File: config.mk
export PLATFORM = sky130hd
export DESIGN_NAME = man_deframe_dec_flat
export DESIGN_NICKNAME = d
export VERILOG_FILES = /design/src/rtl/man_deframe_dec_if.sv /design/src/rtl/man_deframe_dec.sv /design/src/flat_wrapper.sv
export SDC_FILE = /design/constraint.sdc
export NUM_CORES = 1
export LEC_CHECK = 0
export ABC_AREA = 1
export CAP_MARGIN = 20
export CORE_ASPECT_RATIO = 0.6
export CORE_MARGIN = 1
export CORE_UTILIZATION = 35
export CTS_BUF_LIST = sky130_fd_sc_hd__clkbuf_8
export CTS_CLUSTER_DIAMETER = 40
export DETAILED_ROUTE_END_ITERATION = 6
export DONT_BUFFER_PORTS = 1
export PLACE_DENSITY = 0.48
export SETUP_SLACK_MARGIN = 0.05
export SYNTH_ARGS = -nofsm -noshare
export SYNTH_HDL_FRONTEND = slang
export SYNTH_SLANG_ARGS = --single-unit
File: constraint.sdc
create_clock -name i_vl_tx_clk -period 1.8 [get_ports i_vl_tx_clk]
set_clock_uncertainty 0.05 [all_clocks]
set_input_delay 0.18 -clock i_vl_tx_clk [delete_from_list [all_inputs] [get_ports i_vl_tx_clk]]
set_output_delay 0.18 -clock i_vl_tx_clk [all_outputs]
set_load 0.01 [all_outputs]
File: src/rtl/man_deframe_dec_if.sv
// Coded-word input and decoded-byte output bundle of the Manchester deframer.
// The source side drives coded_*; the deframer drives dec_*, lock and counters.
interface man_deframe_dec_if;
  logic        coded_val;
  logic [15:0] coded_data;
  logic        dec_val;
  logic        dec_sof;
  logic        dec_eof;
  logic [7:0]  dec_data;
  logic        dec_err;
  logic        sync_lock;
  logic [15:0] frame_cnt;
  logic [15:0] err_cnt;

  modport master (
    output coded_val, coded_data,
    input  dec_val, dec_sof, dec_eof, dec_data, dec_err, sync_lock, frame_cnt, err_cnt
  );

  modport slave (
    input  coded_val, coded_data,
    output dec_val, dec_sof, dec_eof, dec_data, dec_err, sync_lock, frame_cnt, err_cnt
  );
endinterface

File: src/rtl/man_deframe_dec.sv
// Sync-header hunter and Manchester decoder: locks on SYNC_NUM sync words,
// decodes each 16-bit word to one byte and frames bytes with sof/eof.
module man_deframe_dec #(
  parameter logic [15:0] SYNC_WORD = 16'hF0F0,
  parameter int          SYNC_NUM  = 2,
  parameter int          MAX_BYTES = 2048
) (
  input  logic              i_vl_tx_clk,
  input  logic              i_vl_tx_rst_n,
  man_deframe_dec_if.slave  bus,
  output logic [1:0]        dbg_state
);
  // Handshake: coded_val qualifies coded_data every cycle with no backpressure;
  // dec_val is a one-cycle pulse that the consumer must take when it is high.

  typedef enum logic [1:0] {
    IDLE = 2'd0,
    SYNC = 2'd1,
    DATA = 2'd2,
    DROP = 2'd3
  } state_e;

  localparam logic [3:0]  SYNC_NUM_L  = 4'(SYNC_NUM);
  localparam logic [15:0] MAX_L       = 16'(MAX_BYTES);
  localparam logic        MAX_IS_ONE  = (MAX_BYTES == 1);

  state_e      state, state_n;
  logic [3:0]  sync_cnt, sync_cnt_n, sync_inc;
  logic [15:0] byte_cnt, byte_cnt_n, byte_inc;
  logic [7:0]  hold_data, hold_data_n;
  logic        hold_err, hold_err_n;
  logic        hold_sof, hold_sof_n;
  logic        hold_last, hold_last_n;
  logic        emit, emit_eof, load;
  logic        sync_hit, data_hit;
  logic [7:0]  dec_byte;
  logic        dec_bad;

  assign sync_hit  = bus.coded_val && (bus.coded_data == SYNC_WORD);
  assign data_hit  = bus.coded_val && (bus.coded_data != SYNC_WORD);
  assign sync_inc  = sync_cnt + 4'd1;
  assign byte_inc  = byte_cnt + 16'd1;
  assign dbg_state = state;

  // Illegal pairs (00/11) still yield their upper bit so the byte stays usable.
  always_comb begin
    dec_byte = '0;
    dec_bad  = 1'b0;
    for (int k = 0; k < 8; k++) begin
      dec_byte[k] = bus.coded_data[2*k+1];
      dec_bad     = dec_bad | (bus.coded_data[2*k+1] == bus.coded_data[2*k]);
    end
  end

  always_comb begin
    state_n     = state;
    sync_cnt_n  = sync_cnt;
    byte_cnt_n  = byte_cnt;
    hold_data_n = hold_data;
    hold_err_n  = hold_err;
    hold_sof_n  = hold_sof;
    hold_last_n = hold_last;
    emit        = 1'b0;
    emit_eof    = 1'b0;
    load        = 1'b0;
    case (state)
      IDLE: begin
        if (sync_hit) begin
          if (sync_inc == SYNC_NUM_L) begin
            state_n    = SYNC;
            sync_cnt_n = '0;
          end else begin
            sync_cnt_n = sync_inc;
          end
        end else begin
          sync_cnt_n = '0;
        end
      end
      SYNC: begin
        if (!bus.coded_val) begin
          state_n = IDLE;
        end else if (data_hit) begin
          state_n     = DATA;
          load        = 1'b1;
          hold_sof_n  = 1'b1;
          byte_cnt_n  = 16'd1;
          hold_last_n = MAX_IS_ONE;
        end
      end
      DATA: begin
        // Every event in DATA releases the held byte; only its eof flag differs.
        emit = 1'b1;
        if (!bus.coded_val) begin
          emit_eof = 1'b1;
          state_n  = IDLE;
        end else if (sync_hit) begin
          emit_eof = 1'b1;
          if (SYNC_NUM_L == 4'd1) begin
            state_n    = SYNC;
            sync_cnt_n = '0;
          end else begin
            state_n    = IDLE;
            sync_cnt_n = 4'd1;
          end
        end else if (hold_last) begin
          emit_eof = 1'b1;
          state_n  = DROP;
        end else begin
          load        = 1'b1;
          hold_sof_n  = 1'b0;
          byte_cnt_n  = byte_inc;
          hold_last_n = (byte_inc == MAX_L);
        end
      end
      DROP: begin
        if (!bus.coded_val) begin
          state_n = IDLE;
        end
      end
      default: state_n = IDLE;
    endcase
    if (load) begin
      hold_data_n = dec_byte;
      hold_err_n  = dec_bad;
    end
  end

  always_ff @(posedge i_vl_tx_clk or negedge i_vl_tx_rst_n) begin
    if (!i_vl_tx_rst_n) begin
      state         <= IDLE;
      sync_cnt      <= '0;
      byte_cnt      <= '0;
      hold_data     <= '0;
      hold_err      <= 1'b0;
      hold_sof      <= 1'b0;
      hold_last     <= 1'b0;
      bus.dec_val   <= 1'b0;
      bus.dec_sof   <= 1'b0;
      bus.dec_eof   <= 1'b0;
      bus.dec_data  <= '0;
      bus.dec_err   <= 1'b0;
      bus.sync_lock <= 1'b0;
      bus.frame_cnt <= '0;
      bus.err_cnt   <= '0;
    end else begin
      state         <= state_n;
      sync_cnt      <= sync_cnt_n;
      byte_cnt      <= byte_cnt_n;
      hold_data     <= hold_data_n;
      hold_err      <= hold_err_n;
      hold_sof      <= hold_sof_n;
      hold_last     <= hold_last_n;
      bus.dec_val   <= emit;
      bus.dec_sof   <= emit & hold_sof;
      bus.dec_eof   <= emit_eof;
      bus.dec_err   <= emit & hold_err;
      if (emit) begin
        bus.dec_data <= hold_data;
      end
      bus.sync_lock <= (state_n == SYNC) || (state_n == DATA);
      // Counters follow the registered output pulses, so they lag by one cycle.
      bus.frame_cnt <= bus.frame_cnt + {15'd0, bus.dec_val & bus.dec_eof};
      if (bus.dec_val && bus.dec_err && (bus.err_cnt != 16'hFFFF)) begin
        bus.err_cnt <= bus.err_cnt + 16'd1;
      end
    end
  end
endmodule

File: src/flat_wrapper.sv
// flat-port wrapper written by rule: the top's interface ports become plain ports
module man_deframe_dec_flat 
#(
  parameter logic [15:0] SYNC_WORD = 16'hF0F0,
  parameter int          SYNC_NUM  = 2,
  parameter int          MAX_BYTES = 2048
)
  (i_vl_tx_clk, i_vl_tx_rst_n, dbg_state, bus_coded_val, bus_coded_data, bus_dec_val, bus_dec_sof, bus_dec_eof, bus_dec_data, bus_dec_err, bus_sync_lock, bus_frame_cnt, bus_err_cnt);
  man_deframe_dec_if bus_i ();
  input  logic i_vl_tx_clk;
  input  logic i_vl_tx_rst_n;
  output logic [1:0] dbg_state;
  input wire logic [$bits(bus_i.coded_val)-1:0] bus_coded_val;
  input wire logic [$bits(bus_i.coded_data)-1:0] bus_coded_data;
  output wire logic [$bits(bus_i.dec_val)-1:0] bus_dec_val;
  output wire logic [$bits(bus_i.dec_sof)-1:0] bus_dec_sof;
  output wire logic [$bits(bus_i.dec_eof)-1:0] bus_dec_eof;
  output wire logic [$bits(bus_i.dec_data)-1:0] bus_dec_data;
  output wire logic [$bits(bus_i.dec_err)-1:0] bus_dec_err;
  output wire logic [$bits(bus_i.sync_lock)-1:0] bus_sync_lock;
  output wire logic [$bits(bus_i.frame_cnt)-1:0] bus_frame_cnt;
  output wire logic [$bits(bus_i.err_cnt)-1:0] bus_err_cnt;
  assign bus_i.coded_val = bus_coded_val;
  assign bus_i.coded_data = bus_coded_data;
  assign bus_dec_val = bus_i.dec_val;
  assign bus_dec_sof = bus_i.dec_sof;
  assign bus_dec_eof = bus_i.dec_eof;
  assign bus_dec_data = bus_i.dec_data;
  assign bus_dec_err = bus_i.dec_err;
  assign bus_sync_lock = bus_i.sync_lock;
  assign bus_frame_cnt = bus_i.frame_cnt;
  assign bus_err_cnt = bus_i.err_cnt;
  man_deframe_dec #(.SYNC_WORD(SYNC_WORD), .SYNC_NUM(SYNC_NUM), .MAX_BYTES(MAX_BYTES)) u_core (.i_vl_tx_clk(i_vl_tx_clk), .i_vl_tx_rst_n(i_vl_tx_rst_n), .bus(bus_i), .dbg_state(dbg_state));
endmodule
Yosys cells after proc, flatten, opt, wreduce, memory -nomap -nowiden --
Index checks and enable logic that the tools add are counted.
Storage, ports and cells: logic and storage cells 107, output and inout port bits 47, bits of input ports 19, flip-flop bits (word level) 78
Operators by class: equality and inequality tests 24, multiplexer cells 43, add/sub/neg operators 4, bitwise logic cells 10, reductions and logical operators 11
Operator list (count):
- 2-to-1 mux 16 bit | 5
- adder 16 x 1 -> 16 bit, second input constant | 2
- inequality test 16 bit, second input constant | 2
- case mux 16 bit (2 select lines) | 1
- 2-to-1 mux 1 bit | 20
- adder 16 x 1 -> 16 bit | 1
- == test 16 x 12 -> 1 bit, second input constant | 1
- == test 16 bit, second input constant | 1
- 2-to-1 mux 2 bit | 8
- 2-to-1 mux 4 bit | 4
- == test 1 bit | 8
- inequality test 2 bit, second input constant | 4
- case mux 2 bit (4 select lines) | 1
- case mux 4 bit (2 select lines) | 1
- bitwise OR 1 bit | 7
- == test 2 bit, second input constant | 3
- case mux 1 bit (2 select lines) | 3
- AND reduction 6 bit | 1
- AND reduction 5 bit | 1
- adder 4 x 1 -> 4 bit, second input constant | 1
- == test 2 x 1 -> 1 bit, second input constant | 2
- == test 4 x 2 -> 1 bit, second input constant | 1
- logical AND 1 bit | 4
- inequality test 2 x 1 -> 1 bit, second input constant | 2
- other kinds (5) | 8

Depth between registers and ports, before layout --
Gate-level depths: netlist (run 1).
depth after elaboration 8, gate-level depth with buffers 14, mapped depth without buffers 13

Least setup slack after synthesis (run 1) --
No wires, ideal clock.
kind register to register, start point reg u_core.bus.dec_val, end point reg u_core.bus.frame_cnt[12], arrival time 1653 ps, slack -29 ps, buffers on the path 0, stages on the path, launching flop included 11, path through dfrtp_1 > nand2_1 > inv_1 > ha_1 > ha_1 > nand3_1 > nor3b_2 > nand3_1 > nor2_1 > nand3_1 > xnor2_1
On the way: cells in the longest elaborated chain, start to end 2
Ends and longest elaborated chain:
- start: declaration | line man_deframe_dec_if.sv:22 | output dec_val, dec_sof, dec_eof, dec_data, dec_err, sync_lock, frame_cnt, err_cnt
- start signal: assignment | line man_deframe_dec.sv:153 | bus.dec_val <= emit;
- AND 1 bit | line man_deframe_dec.sv:162 | bus.frame_cnt <= bus.frame_cnt + {15'd0, bus.dec_val & bus.dec_eof};
- adder 16 x 1 -> 16 bit | line man_deframe_dec.sv:162
- end signal: assignment | line man_deframe_dec.sv:162
- end: declaration | line man_deframe_dec_if.sv:22
No other way between the ends. A chain may end at the register's enable or synchronous reset.

Final worst setup path (run 1) --
start point reg u_core.bus.dec_eof, end point reg u_core.bus.frame_cnt[12]
On the way: cells in the longest elaborated chain, start to end 2
Ends and longest elaborated chain:
- start: declaration | line man_deframe_dec_if.sv:22
- start signal: assignment | line man_deframe_dec.sv:155 | bus.dec_eof <= emit_eof;
- AND 1 bit | line man_deframe_dec.sv:162
- adder 16 x 1 -> 16 bit | line man_deframe_dec.sv:162
No other way between the ends.

==> metrics.md, run 1 <==
| Metric | Value |
|---|---|
| Run status | `complete, but fails checks` |
| Failing checks | `hold timing` |
| Number of global-route vias before repair | `3148` |
| Max stage delay on crit path | `0.36 ns` |
| Share of post-route cells with drive strength above 1 | `19.8%` |
| Antenna Nets Post-Route | `0` |
| H-Tree Level Count | `3` |
| Initial standard-cell utilization of the core | `36.4%` |
| Root cell of the clock tree | `clkbuf_8` |
| Most area-consuming cells after synthesis | `dfrtp_1 47%, nand2_1 12%, ha_1 5.7%` |
| DRC violations left | `0` |
| Antenna Cells | `0` |
| Slew at the pin closest to its max-slew limit | `0.378 ns` |
| Pin count of the biggest net entering global routing | `79` |
| Number of filler cells placed in the layout | `1122` |
| Final estimated routing congestion in global placement | `0.871` |
| Global-route wire length before repair | `15.7 mm` |
| Per-instance average area after synthesis | `8.35 um2` |
| Clock tree from TritonCTS | `done` |
| IO buf count | `0` |
| Relative slew slack | `74.6%` |
| Clock latency on the worst-skew pair | `0.35 ns` |
| Starting DRT DRC Count | `196` |
| Floorplan die width | `143 um` |
| Total GRT Usage | `16.7%` |
| Internal power of the cells | `3790 uW` |
| Fin nets | `583` |
| Endpoints failing hold | `78` |
| Via count of the routed design | `3317` |
| Final-layout worst hold slack | `-0.541 ns` |
| Initial antenna violation count | `0` |
| Router iterations before antenna repair | `4` |
| Reg2reg end | `u_core.bus.frame_cnt[12]$_DFF_PN0_` |
| Synthesis-to-finish area growth | `23.7%` |
| Clock buffer count from CTS | `9` |
| Startpoint of the worst register-to-register path | `u_core.bus.dec_eof$_DFF_PN0_` |
| Highest Signal Layer | `met4` |
| Synth unique cells | `37` |
| Number of buffers inserted for hold repair after clock tree synthesis | `8` |
| Cell with the biggest individual delay on the critical path | `dfrtp_1` |
| RSZ-0062 raised after global routing | `true` |
| Share of total power in the clock network | `27.9%` |
| Switching power summed over all nets | `2050 uW` |
| Detailed-route wire length on metal 1 | `5.07 mm` |
| Top cell by count, worst path | `nand3_2` |
| Floorplan row count | `30` |
| # setup viols final | `0` |
| Total area of multi-input combinational cells | `0.00211 mm2` |
| Nature of the critical path startpoint | `flop` |
| Met3 WL | `683 um` |
| Non-filler instance count after layout | `710` |
| Crit. path cell count | `10` |
| Number of pins with negative max-slew slack in the final report | `0` |
| Sequential cell area | `0.00195 mm2` |
| Synth Warn # | `0` |
| Pwr/cell area | `1140 mW/mm2` |
| Number of buffer and inverter instances along the worst setup path | `1` |
| Post-synthesis net count | `535` |
| Final period utilization | `95.3%` |
| Share of power burned in combinational logic | `30.0%` |
| Crit path capture type | `flop` |
| Cell total after placement | `679` |
| Critical path destination | `u_core.bus.frame_cnt[12]$_DFF_PN0_` |
| Residual overflow from global routing | `0` |
| Largest voltage drop on the vdd net | `0.000562 V` |
| Crit-path leading delay family | `simple AND/OR/NAND/NOR gates` |
| Worst slack after detailed placement | `0.00954 ns` |
| Setup slack of the most critical reg-to-reg path | `0.08 ns` |
| Clk sink count | `78` |
| Crit path launch | `u_core.bus.dec_eof$_DFF_PN0_` |
| Post-synth design cell area | `0.00415 mm2` |
| Metal2 WL | `3.74 mm` |
| Count of max-cap constraint violations | `0` |
| Type of the tightest min-delay check | `in -> async` |
| Fraction of post-synthesis cell area in the top cell type by area | `47.0%` |
| Worst-path cell chain | `nand2_2 -> inv_2 -> ha_4 -> ha_4 -> nand3_2 -> nor3b_2 -> nand3_2 -> nor2_4 -> nand3_2 -> xnor2_1` |
| Sequential area share after synthesis | `47.0%` |
| Die H | `86.4 um` |
| Die Footprint | `0.0123 mm2` |
| CP Data Arrival Time | `1.91 ns` |
| Path type of the worst setup path | `reg -> reg` |
| FF+latch count, synth | `78` |
| Seq pwr share | `42.1%` |
| Switching fraction of total power | `35.1%` |
| Final HPWL DP | `6.95 mm` |
| Routed WL | `9.63 mm` |
| Number of buffers on the longest clock path | `2` |
| Leakage power summed over all cells | `0.00242 uW` |
| Post-synthesis async set-or-reset flop share | `100%` |
| Max frequency | `583 MHz` |
| Standard cell core area | `0.0114 mm2` |
| Post-route minimum period | `1.72 ns` |
| Length in cells of the worst reg-to-reg path | `10` |
| Final worst-path setup slack | `0.0840 ns` |
| Power after layout | `5840 uW` |
| Cell with the most instances after synthesis | `nand2_1` |
| Primary flip-flop cell chosen by synthesis mapping | `dfrtp_1` |
| Required time worst endpoint | `2.00 ns` |
| Via density | `4.67` |
| Most instantiated cells after synthesis | `138 x nand2_1, 78 x dfrtp_1, 58 x inv_1, 38 x nor2_1, 33 x nand3_1` |
| Post-Synthesis Cells | `497` |
| Clock slew at the register clock pins of the worst setup and hold paths | `0.08 ns` |
| Cell taking the most area after synthesis | `dfrtp_1` |
| Routed length per instance | `13.6 um` |
| Number of synthesized flops with an enable pin | `0` |
| Critical-path maximum fanout | `3` |
| I/O pin count | `66` |
-- layout make-up --
type | instances | share of cell area [%]
clock buffer | 10 | 2.68
clock inverter | 6 | 2.12
inverter | 66 | 5.02
multi-input combinational | 345 | 41.1
sequential | 78 | 38.0
tap | 160 | 3.90
timing repair buffer | 45 | 7.19
-- cell usage in the layout, fill, tap and decap left out, drive strengths merged, types with 11 or more instances in the layout --
cell / instances
buf: 37
dfrtp: 78
ha: 19
inv: 65
nand2: 143
nand3: 35
nand4: 11
nor2: 45
nor3: 12
o21ai: 30
xor2: 24
-- power by group through the flow --
stage          Sequential (uW)  Clock (uW)  Combinational [uW]
6_report                  2460        1630                1750
5_1_grt                   2510        1770                1990
4_1_cts                   2430        1680                1620
3_5_place_dp              2450           0                1600
3_3_place_gp              2450           0                1580
2_1_floorplan             2480           0                 930
-- sequential cells by signal, summed over array words and instances (netlist names), 2 cells and up --
signal                cells
u_core.hold_data          8
u_core.bus.dec_data       8
u_core.sync_cnt           4
u_core.byte_cnt          16
u_core.bus.err_cnt       16
u_core.dbg_state          2
u_core.bus.frame_cnt     16
-- through the flow --
| stage | area (um2) | utilization (%) | TNS, ns |
|---|---|---|---|
| 3_5_place_dp | 4560 | 39.9 | 0 |
| 5_1_grt | 5130 | 45.0 | -0.325 |
| 6_report | 5130 | 45.0 | 0 |
| 2_1_floorplan | 4180 | - | 0 |
| 3_3_place_gp | 4560 | 39.9 | 0 |
| 4_1_cts | 4900 | 42.9 | 0 |
-- worst min path at each step --
stage / startpoint / endpoint / slack, ns / cells after the start
global placement: i_vl_tx_rst_n / u_core.bus.err_cnt[13]$_DFFE_PN0P_ / -0.16 / 0
floorplan: i_vl_tx_rst_n / u_core.bus.dec_data[0]$_DFFE_PN0P_ / -0.17 / 0
finish: i_vl_tx_rst_n / u_core.bus.frame_cnt[15]$_DFF_PN0_ / -0.54 / 0
CTS: i_vl_tx_rst_n / u_core.bus.frame_cnt[11]$_DFF_PN0_ / -0.56 / 0
global route: i_vl_tx_rst_n / u_core.bus.frame_cnt[7]$_DFF_PN0_ / -0.57 / 0
detailed placement: i_vl_tx_rst_n / u_core.bus.err_cnt[13]$_DFFE_PN0P_ / -0.16 / 0
-- layer usage --
| metal | vias to the layer above | GRT usage [%] |
|---|---|---|
| met5 | - | 0 |
| met4 | 0 | 5.96 |
| met3 | 13 | 5.91 |
| met2 | 99 | 22.5 |
| met1 | 1519 | 24.3 |
| li1 | 1686 | - |
-- cells by family after synthesis --
family / Yosys count / share of synthesized area [%]
and+or+nand+nor: 250 / 27.3
DFF: 78 / 47.0
buffers and inverters: 74 / 7.08
AOI/OAI and AO/OA: 42 / 5.70
xor gates and xnor gates: 34 / 7.18
adders and majority gates: 19 / 5.73
-- timing repair --
item                                    4_1_cts  5_1_grt
pin swaps                                     2       14
endpoints found under the setup margin        4       40
endpoints found under the hold margin        87       78
buffers inserted                              1        6
gates resized for setup                       2       43
Note: power is estimated with default switching activity, not from simulation.
==> run 2: changes to the inputs <==
Settings changed: CAP_MARGIN 20 to 40.
==> results of run 2 <==
No change in the layout: final DEF, timing and power equal those of run 1.
==> run 3: changes to the inputs <==
Settings changed: CTS_CLUSTER_SIZE set to 14.
==> results of run 3 <==
No change in the layout: final DEF, timing and power equal those of run 1.
